`src/rtl/pacman_pkg.sv`:
```
// rtl/pacman_pkg.sv - shared pellet-scoring types and constants
package pacman_pkg;

  localparam int          NUM_PELLETS_C = 96;
  localparam logic [15:0] MAX_SCORE_C   = 16'h9999;

  typedef logic [3:0] bcd_digit_t;

  typedef enum logic [1:0] {
    IDLE,
    SCAN,
    DONE
  } score_state_t;

endpackage

```
`src/rtl/pellet_score_bcd_sat_add.sv`:
```
// rtl/pellet_score_bcd_sat_add.sv - four-digit BCD adder saturating at 9999
module bcd_sat_add
  import pacman_pkg::*;
(
  input  logic [15:0] a_i,
  input  logic [15:0] b_i,
  output logic [15:0] sum_o
);

  always_comb begin
    logic       carry;
    logic [4:0] dsum;
    logic [4:0] dadj;
    logic [15:0] raw;
    bcd_digit_t digit;
    carry = 1'b0;
    dsum  = '0;
    dadj  = '0;
    raw   = '0;
    digit = '0;
    for (int i = 0; i < 4; i++) begin
      dsum = {1'b0, a_i[4*i +: 4]} + {1'b0, b_i[4*i +: 4]} + {4'b0, carry};
      // A digit sum above nine wraps by ten and carries into the next digit.
      if (dsum > 5'd9) begin
        dadj  = dsum - 5'd10;
        carry = 1'b1;
      end else begin
        dadj  = dsum;
        carry = 1'b0;
      end
      digit = dadj[3:0];
      raw[4*i +: 4] = digit;
    end
    sum_o = carry ? MAX_SCORE_C : raw;
  end

endmodule

```
`src/rtl/pellet_score.sv`:
```
// rtl/pellet_score.sv - per-frame pellet bitmap scan crediting score, pellet count and lives
module pellet_score
  import pacman_pkg::*;
#(
  parameter int          NUM_PELLETS = NUM_PELLETS_C,
  parameter logic [15:0] PELLET_PTS  = 16'h0010,
  parameter int          START_LIVES = 3
) (
  input  logic                   Clk,
  input  logic                   Reset_n,
  input  logic                   frame_clk,
  input  logic [NUM_PELLETS-1:0] array,
  input  logic                   over,
  input  logic                   level_clear,
  input  logic                   new_game,
  output logic [15:0]            score_bcd,
  output logic [6:0]             pellets,
  output logic [1:0]             lives,
  output logic                   dead,
  output logic                   busy,
  output logic                   scan_done
);

  localparam int IDX_W = $clog2(NUM_PELLETS);

  score_state_t           state_q, state_d;
  logic [IDX_W-1:0]       idx_q, idx_d;
  logic [2:0]             frame_sync_q, over_sync_q;
  logic                   frame_rise_q, over_rise_q;
  logic [NUM_PELLETS-1:0] snap_q, snap_d;
  logic [15:0]            score_q, score_d, score_sum;
  logic [6:0]             pellets_q, pellets_d;
  logic [1:0]             lives_q, lives_d;
  logic                   dead_q, dead_d;
  logic                   busy_q, busy_d;
  logic                   done_q, done_d;
  logic                   credit;

  // Two synchronizer flops, a third holding the previous level, then a registered rise pulse.
  always_ff @(posedge Clk or negedge Reset_n) begin
    if (!Reset_n) begin
      frame_sync_q <= '0;
      over_sync_q  <= '0;
      frame_rise_q <= 1'b0;
      over_rise_q  <= 1'b0;
    end else begin
      frame_sync_q <= {frame_sync_q[1:0], frame_clk};
      over_sync_q  <= {over_sync_q[1:0], over};
      frame_rise_q <= frame_sync_q[1] & ~frame_sync_q[2];
      over_rise_q  <= over_sync_q[1] & ~over_sync_q[2];
    end
  end

  always_ff @(posedge Clk or negedge Reset_n) begin
    if (!Reset_n) begin
      state_q <= IDLE;
      idx_q   <= '0;
      busy_q  <= 1'b0;
      done_q  <= 1'b0;
    end else begin
      state_q <= state_d;
      idx_q   <= idx_d;
      busy_q  <= busy_d;
      done_q  <= done_d;
    end
  end

  always_comb begin
    state_d = state_q;
    idx_d   = idx_q;
    if (new_game || level_clear) begin
      state_d = IDLE;
      idx_d   = '0;
    end else begin
      case (state_q)
        IDLE: begin
          if (frame_rise_q) begin
            state_d = SCAN;
            idx_d   = '0;
          end
        end
        SCAN: begin
          if (idx_q == IDX_W'(NUM_PELLETS - 1)) state_d = DONE;
          else                                   idx_d   = idx_q + 1'b1;
        end
        DONE:    state_d = IDLE;
        default: state_d = IDLE;
      endcase
    end
  end

  always_comb begin
    busy_d = (state_d == SCAN);
    done_d = (state_d == DONE);
  end

  bcd_sat_add u_add (
    .a_i   (score_q),
    .b_i   (PELLET_PTS),
    .sum_o (score_sum)
  );

  assign credit = (state_q == SCAN) && array[idx_q] && !snap_q[idx_q];

  always_comb begin
    snap_d    = snap_q;
    score_d   = score_q;
    pellets_d = pellets_q;
    lives_d   = lives_q;
    if (new_game) begin
      snap_d    = '0;
      score_d   = '0;
      pellets_d = '0;
      lives_d   = 2'(START_LIVES);
    end else begin
      if (level_clear) begin
        snap_d    = '0;
        pellets_d = '0;
      end else if (credit) begin
        snap_d[idx_q] = 1'b1;
        score_d       = score_sum;
        if (pellets_q < 7'(NUM_PELLETS)) pellets_d = pellets_q + 7'd1;
      end
      if (over_rise_q && lives_q != 2'd0) lives_d = lives_q - 2'd1;
    end
    dead_d = (lives_d == 2'd0);
  end

  always_ff @(posedge Clk or negedge Reset_n) begin
    if (!Reset_n) begin
      snap_q    <= '0;
      score_q   <= '0;
      pellets_q <= '0;
      lives_q   <= 2'(START_LIVES);
      dead_q    <= 1'b0;
    end else begin
      snap_q    <= snap_d;
      score_q   <= score_d;
      pellets_q <= pellets_d;
      lives_q   <= lives_d;
      dead_q    <= dead_d;
    end
  end

  assign score_bcd = score_q;
  assign pellets   = pellets_q;
  assign lives     = lives_q;
  assign dead      = dead_q;
  assign busy      = busy_q;
  assign scan_done = done_q;

endmodule
```
`config.mk`:
```
export PLATFORM = sky130hd
export DESIGN_NAME = pellet_score
export DESIGN_NICKNAME = d
export VERILOG_FILES = /design/src/rtl/pacman_pkg.sv /design/src/rtl/pellet_score_bcd_sat_add.sv /design/src/rtl/pellet_score.sv
export SDC_FILE = /design/constraint.sdc
export NUM_CORES = 1
export LEC_CHECK = 0
export ABC_AREA = 1
export CORE_UTILIZATION = 50
export CTS_BUF_LIST = sky130_fd_sc_hd__clkbuf_8 sky130_fd_sc_hd__clkbuf_16
export CTS_CLUSTER_SIZE = 40
export DETAILED_ROUTE_END_ITERATION = 6
export GPL_TIMING_DRIVEN = 0
export HOLD_SLACK_MARGIN = 0.03
export PLACE_DENSITY_LB_ADDON = 0.3
export SLEW_MARGIN = 25
export SYNTH_ARGS = -nofsm -noshare
export SYNTH_HDL_FRONTEND = slang
export SYNTH_HIERARCHICAL = 1
export SYNTH_SLANG_ARGS = --single-unit
```
`constraint.sdc`:
```
create_clock -name Clk -period 5.77 [get_ports Clk]
set_clock_uncertainty 0.15 [all_clocks]
set_input_delay 0.577 -clock Clk [delete_from_list [all_inputs] [get_ports Clk]]
set_output_delay 0.577 -clock Clk [all_outputs]
set_load 0.005 [all_outputs]
```
==> results of run 1 <==
==> power groups by stage <==
stage                     combinational [mW]  clock [mW]  sequential, mW
after floorplan                        0.145           0            1.02
after detailed placement               0.280           0            1.02
after CTS                              0.288        1.00            1.00
after global routing                   0.351        1.05            1.00
after global placement                 0.273           0            1.02
final                                  0.318       0.998            1.00
==> layout make-up <==
| class | count | area [um2] |
|---|---|---|
| flip-flops and latches | 141 | 3531 |
| clock inverters | 14 | 93.84 |
| multi-input cells | 1032 | 4708 |
| repair buffers | 143 | 1439 |
| fillers | 1647 | 6380 |
| well taps | 229 | 286.5 |
| inverters | 200 | 755.7 |
| plain buffers | 59 | 330.3 |
| clock buffers | 18 | 439.2 |
==> worst max-delay path by stage <==
stage,end,slack [ps],cells after the start
4_1_cts,score_bcd[10],40,35
6_report,score_bcd[10],250,35
5_1_grt,score_bcd[6],-40,35
2_1_floorplan,score_bcd[9],330,35
3_3_place_gp,over_sync_q[0],-1720,1
3_5_place_dp,score_bcd[10],-270,35
==> worst register-to-register path: cells and delay by family (launching register included) <==
kind	cells	cell delay [ps]
flops	1	370
fa+ha+maj	7	2800
simple gates	16	1300
buf+inv	12	840
==> what timing repair did <==
item | in CTS | in global routing
setup buffers | 4 | 8
hold endpoints to repair | 60 | 0
endpoints found under the setup margin | 16 | 16
hold buffers | 1 | 0
pin swaps | 3 | 10
gates resized for setup | 6 | 21
cloned | 0 | 1
==> cell usage in the layout (no fill, tap or decap), types with 6 or more instances in the layout <==
cell / count
nand2_1: 505
inv_1: 187
nor2_1: 185
dfrtp_1: 139
nand3_1: 133
clkdlybuf4s50_1: 127
o21ai_1: 55
buf_4: 29
buf_2: 27
o21ai_0: 25
conb_1: 20
a21oi_1: 19
ha_1: 18
clkbuf_16: 18
or2_2: 16
clkbuf_1: 14
inv_2: 11
nand2_2: 8
fa_2: 6
==> sequential cells by signal (all words and copies together) (netlist names) <==
signal and flops:
snap_q 96, score_bcd 16, idx_q 7, pellets 7
frame_sync_q 3, over_sync_q 3, lives 2, state_q 2
busy 1, dead 1, frame_rise_q 1, over_rise_q 1
scan_done 1
==> layer usage <==
metal | part of all wire | GRT usage
met1 | 0.40 | 0.3772
met2 | 0.47 | 0.5045
met3 | 0.091 | 0.06659
met4 | 0.038 | 0.1380
met5 | 0 | 0
==> kinds of logic (layout without fill, tap and decap cells) <==
kind of cell               after synthesis  count (layout)  synth area share
and+or+nand+nor                        868             868            0.3838
AOI/OAI and AO/OA                      112             112           0.06420
other                                    2              20         0.0008181
DFF                                    141             141            0.3846
xor gates and xnor gates                 6               6          0.007361
buffers and inverters                  259             434            0.1180
adders and majority gates               26              26           0.04116
==> results.yml, run 1 <==
final_layout:
  diodes: 0
  areaGrowthSynthToFinish_pct: 26.18
  drive_gt1_frac: 0.09459
  finalInstanceArea_um2: 11580
  final_cells: 1836
  post-route-util: 0.6448
  fin_nets: 1722
detailed_routing:
  vias: 9583
  drt-initial-drc-count: 825
  routed_wl_um: 28510
  drc_errors: 0
  viasPerCell: 5.219
  drtAntennaViolNets: 0
  wl_per_cell_um: 15.53
  firstDrtPassIters: 5
critical_path:
  rr_worst_depth: 35
  path_class: "reg -> reg"
  r2r-start: "score_bcd[1]"
  crit_top_cell: "inv_2"
  r2r_setup_slack_ps: 250
  worstPathArrival_ps: 5740
  crit_path_end_kind: "register"
  crit_fanout: 5
  max_stage_delay_ps: 540
  cp_top_family: "adder cells"
  timing.rr.end: "score_bcd[10]"
  crit_start: "score_bcd[1]"
  start_kind: "register"
  crit_buf_inv: 12
  cp_slowest_cell: "fa_2"
  cp.required_ps: 5980
synthesis:
  synthArstFlopShare: 1.000
  synthesis.area_um2: 9180
  ys_seq_area_frac: 0.3846
  yosysMostFrequentCell: "nand2_1"
  yosys.area.top_type_share: 0.3789
  ys_warn_count: 6
  synth_area_leader_cell: "dfrtp_1"
  avgSynthCellArea_um2: 6.492
  synth_common_cells: "nand2_1, inv_1, nor2_1"
  synth_cell_type_count: 39
  yosys-top-cells-area: "dfrtp_1, nand2_1, inv_1"
  ys.flop_type: "dfrtp_1"
  syn_inst: 1414
  synth-edff-count: 0
  ys_ff_latch: 141
sta:
  slew_headroom: 0.3930
  slew_viol_final: 0
  hold_viol: 0
  tns_ps: 0
  setup_viol: 0
  min_period_ps: 5522
  final.period_utilization: 0.9571
  worst_slack_ps: 247.6
  fin_hold_ws_ps: 200.1
  max_freq_ghz: 0.1811
  tightestPinTransition_ps: 907.1
pwr:
  p_seq_frac: 0.432
  switchingPower_mw: 0.6104
  combPwrFrac: 0.137
  p_per_area_nw_per_um2: 200.1
  p_total_mw: 2.318
  p_clk_frac: 0.431
  leakagePower_nw: 5.943
  p_int_mw: 1.708
  p_sw_frac: 0.2633
  ir_drop_v: 0.0002236
placed_design:
  place_hpwl_um: 19170
  place_ws_ps: -274.0
  io_buffers: 128
  placed_cell_area_um2: 10850
  gp_congestion: 0.9238
  numPlacedInstances: 1790
floorplan:
  die_area_um2: 18910
  initial_utilization: 0.5110
  die_w_um: 137.5
  num_rows: 49
  io_pins: 130
  coreArea_um2: 17960
  die_h_um: 137.5
clock_network:
  cts_tree: "done"
  root_buffer: "clkbuf_16"
  clkSinkCount: 141
  cts.path.max_buffers: 2
  clk_pin_slew_worst_paths_ps: 60
  cts_buffers: 17
  insertion_delay_ps: 430
  htreeDepth: 4
run:
  maxCapViolCount: 0
global_route:
  grt_pass1_wl_um: 43790
  grt_max_degree: 82
  globalRouteTotalUtil: 0.3040
  grt_overflow_total: 0
  first_global_vias: 8951
  antenna_found_initial: 0
outcome:
  status: "finished, final reports clean"
min_path:
  min_from: "over_sync_q[0]"
  hold_path.class: "reg -> reg"
  hold_end: "over_sync_q[1]"
  whs_path_depth: 0
(Power assumes the default switching activity.)
==> inputs of run 2 (changes only) <==
--- a/config.mk
+++ b/config.mk
@@ -6,7 +6,7 @@
 export NUM_CORES = 1
 export LEC_CHECK = 0
 export ABC_AREA = 1
-export CORE_UTILIZATION = 50
+export CORE_UTILIZATION = 56
 export CTS_BUF_LIST = sky130_fd_sc_hd__clkbuf_8 sky130_fd_sc_hd__clkbuf_16
 export CTS_CLUSTER_SIZE = 40
 export DETAILED_ROUTE_END_ITERATION = 6
==> constraint.sdc (replaced) <==
create_clock -name Clk -period 5.9 [get_ports Clk]
set_clock_uncertainty 0.15 [all_clocks]
set_input_delay 0.59 -clock Clk [delete_from_list [all_inputs] [get_ports Clk]]
set_output_delay 0.59 -clock Clk [all_outputs]
set_load 0.005 [all_outputs]
==> results.yml, run 2 (synthesis results as in run 1) <==
detailed_routing:
  firstDrtPassIters: 6
  drt-initial-drc-count: 1046
  vias: 9800
  viasPerCell: 5.394
  drc_errors: 0
  routed_wl_um: 28760
  wl_per_cell_um: 15.83
  drtAntennaViolNets: 0
outcome:
  status: "finished, final reports clean"
critical_path:
  crit_start: "score_bcd[1]"
  path_class: "reg -> reg"
  timing.rr.end: "score_bcd[10]"
  rr_worst_depth: 35
  worstPathArrival_ps: 5860
  cp.required_ps: 6130
  start_kind: "register"
  r2r_setup_slack_ps: 270
  crit_path_end_kind: "register"
  r2r-start: "score_bcd[1]"
  crit_fanout: 5
  max_stage_delay_ps: 560
  cp_slowest_cell: "fa_2"
global_route:
  grt_overflow_total: 0
  grt_max_degree: 73
  first_global_vias: 8924
  antenna_found_initial: 0
  globalRouteTotalUtil: 0.3445
  grt_pass1_wl_um: 44240
placed_design:
  place_hpwl_um: 19260
  io_buffers: 128
  numPlacedInstances: 1777
  gp_congestion: 0.9201
  place_ws_ps: -128.0
sta:
  max_freq_ghz: 0.1776
  tightestPinTransition_ps: 1009
  hold_viol: 0
  min_period_ps: 5632
  worst_slack_ps: 268.0
  slew_viol_final: 0
  setup_viol: 0
  tns_ps: 0
  final.period_utilization: 0.9546
  slew_headroom: 0.3246
clock_network:
  clkSinkCount: 141
  cts.path.max_buffers: 2
  clk_pin_slew_worst_paths_ps: 60
  root_buffer: "clkbuf_16"
  htreeDepth: 4
  cts_tree: "done"
  insertion_delay_ps: 440
  cts_buffers: 17
pwr:
  leakagePower_nw: 6.000
  p_total_mw: 2.509
  p_per_area_nw_per_um2: 215.2
  ir_drop_v: 0.0002604
min_path:
  hold_path.class: "reg -> reg"
  hold_end: "over_sync_q[1]"
  min_from: "over_sync_q[0]"
  whs_path_depth: 0
floorplan:
  die_h_um: 130.0
  coreArea_um2: 15940
  num_rows: 46
  die_area_um2: 16910
  initial_utilization: 0.5758
  die_w_um: 130.0
  io_pins: 130
final_layout:
  largest_reg_flops: 96
  post-route-util: 0.7310
  fin_nets: 1716
  drive_gt1_frac: 0.08620
  areaGrowthSynthToFinish_pct: 26.96
  final_cells: 1817
  largest-register: "snap_q"
  mostFrequentLayoutCell: "nand2_1"
  diodes: 0
  mostFrequentLayoutCells: "nand2_1, inv_1, nor2_1"
run:
  maxCapViolCount: 0
[run 2: changes by cell type in the layout (fill, tap and decap cells not counted), sizes merged]
cell      before  now
inv          202  201
clkinvlp       4    0
buf           59   53
bufinv         0    5
clkbuf        33   37
clkinv         8    4
[run 2: what timing repair did]
| action | CTS | global route |
|---|---|---|
| gates cloned | 0 | 1 |
| hold buffers | 1 | 0 |
| resized for setup | 3 | 17 |
| setup endpoints to repair | 14 | 16 |
| pin swaps | 1 | 7 |
| buffers inserted | 1 | 5 |
| hold endpoints to repair | 69 | 0 |
[run 2: layout make-up]
cell class	instances	area, um2
multi-input cells	1032	4696
fillers	1301	4288
flip-flops and latches	141	3531
repair buffers	137	1394
inverters	200	755.7
clock buffers	22	494.2
plain buffers	59	330.3
well taps	216	270.3
clock inverters	10	183.9
[run 2: how the worst max path moves through the flow]
stage | cells past startpoint | slack (ps) | endpoint
4_1_cts | 35 | 40 | score_bcd[10]
3_5_place_dp | 35 | -130 | score_bcd[10]
6_report | 35 | 270 | score_bcd[10]
5_1_grt | 35 | -30 | score_bcd[10]
3_3_place_gp | 1 | -1560 | dead
2_1_floorplan | 35 | 460 | score_bcd[9]
[run 2: worst max-delay path: cells and delay by family (launching register included)]
family                     cells  cell delay [ps]
DFF                            1              380
adders and majority gates      7             2810
and+or+nand+nor               16             1340
buffers and inverters         12              910
[run 2: where the power goes]
group | switching (mW) | internal (mW) | total, mW | leakage, nW
logic | 0.159 | 0.142 | 0.301 | 3.71
clock network | 0.422 | 0.806 | 1.23 | 0.340
registers | 0.00483 | 0.975 | 0.980 | 1.95
[run 2: per-stage QoR]
step | cell area (um2) | hold WS [ps]
2_1_floorplan | 9248 | 144.4
3_3_place_gp | 10800 | 183.9
3_5_place_dp | 10830 | 189.3
4_1_cts | 11540 | 203.6
5_1_grt | 11650 | 205.7
6_report | 11650 | 198.5
[run 2: metal layers]
layer  global-route usage  share of wire  vias to the layer above
li1                     -              -                     4633
met1               0.4370           0.39                     4502
met2               0.5566           0.47                      561
met3              0.08159           0.10                      104
met4               0.1635          0.040                        0
met5                    0              0                        -
==> inputs of run 3 (changes only) <==
--- a/config.mk
+++ b/config.mk
@@ -6,6 +6,7 @@
 export NUM_CORES = 1
 export LEC_CHECK = 0
 export ABC_AREA = 1
+export CAP_MARGIN = 20
 export CORE_UTILIZATION = 56
 export CTS_BUF_LIST = sky130_fd_sc_hd__clkbuf_8 sky130_fd_sc_hd__clkbuf_16
 export CTS_CLUSTER_SIZE = 40
==> results of run 3 <==
The final DEF is identical to that of run 2; final timing and power are the same.
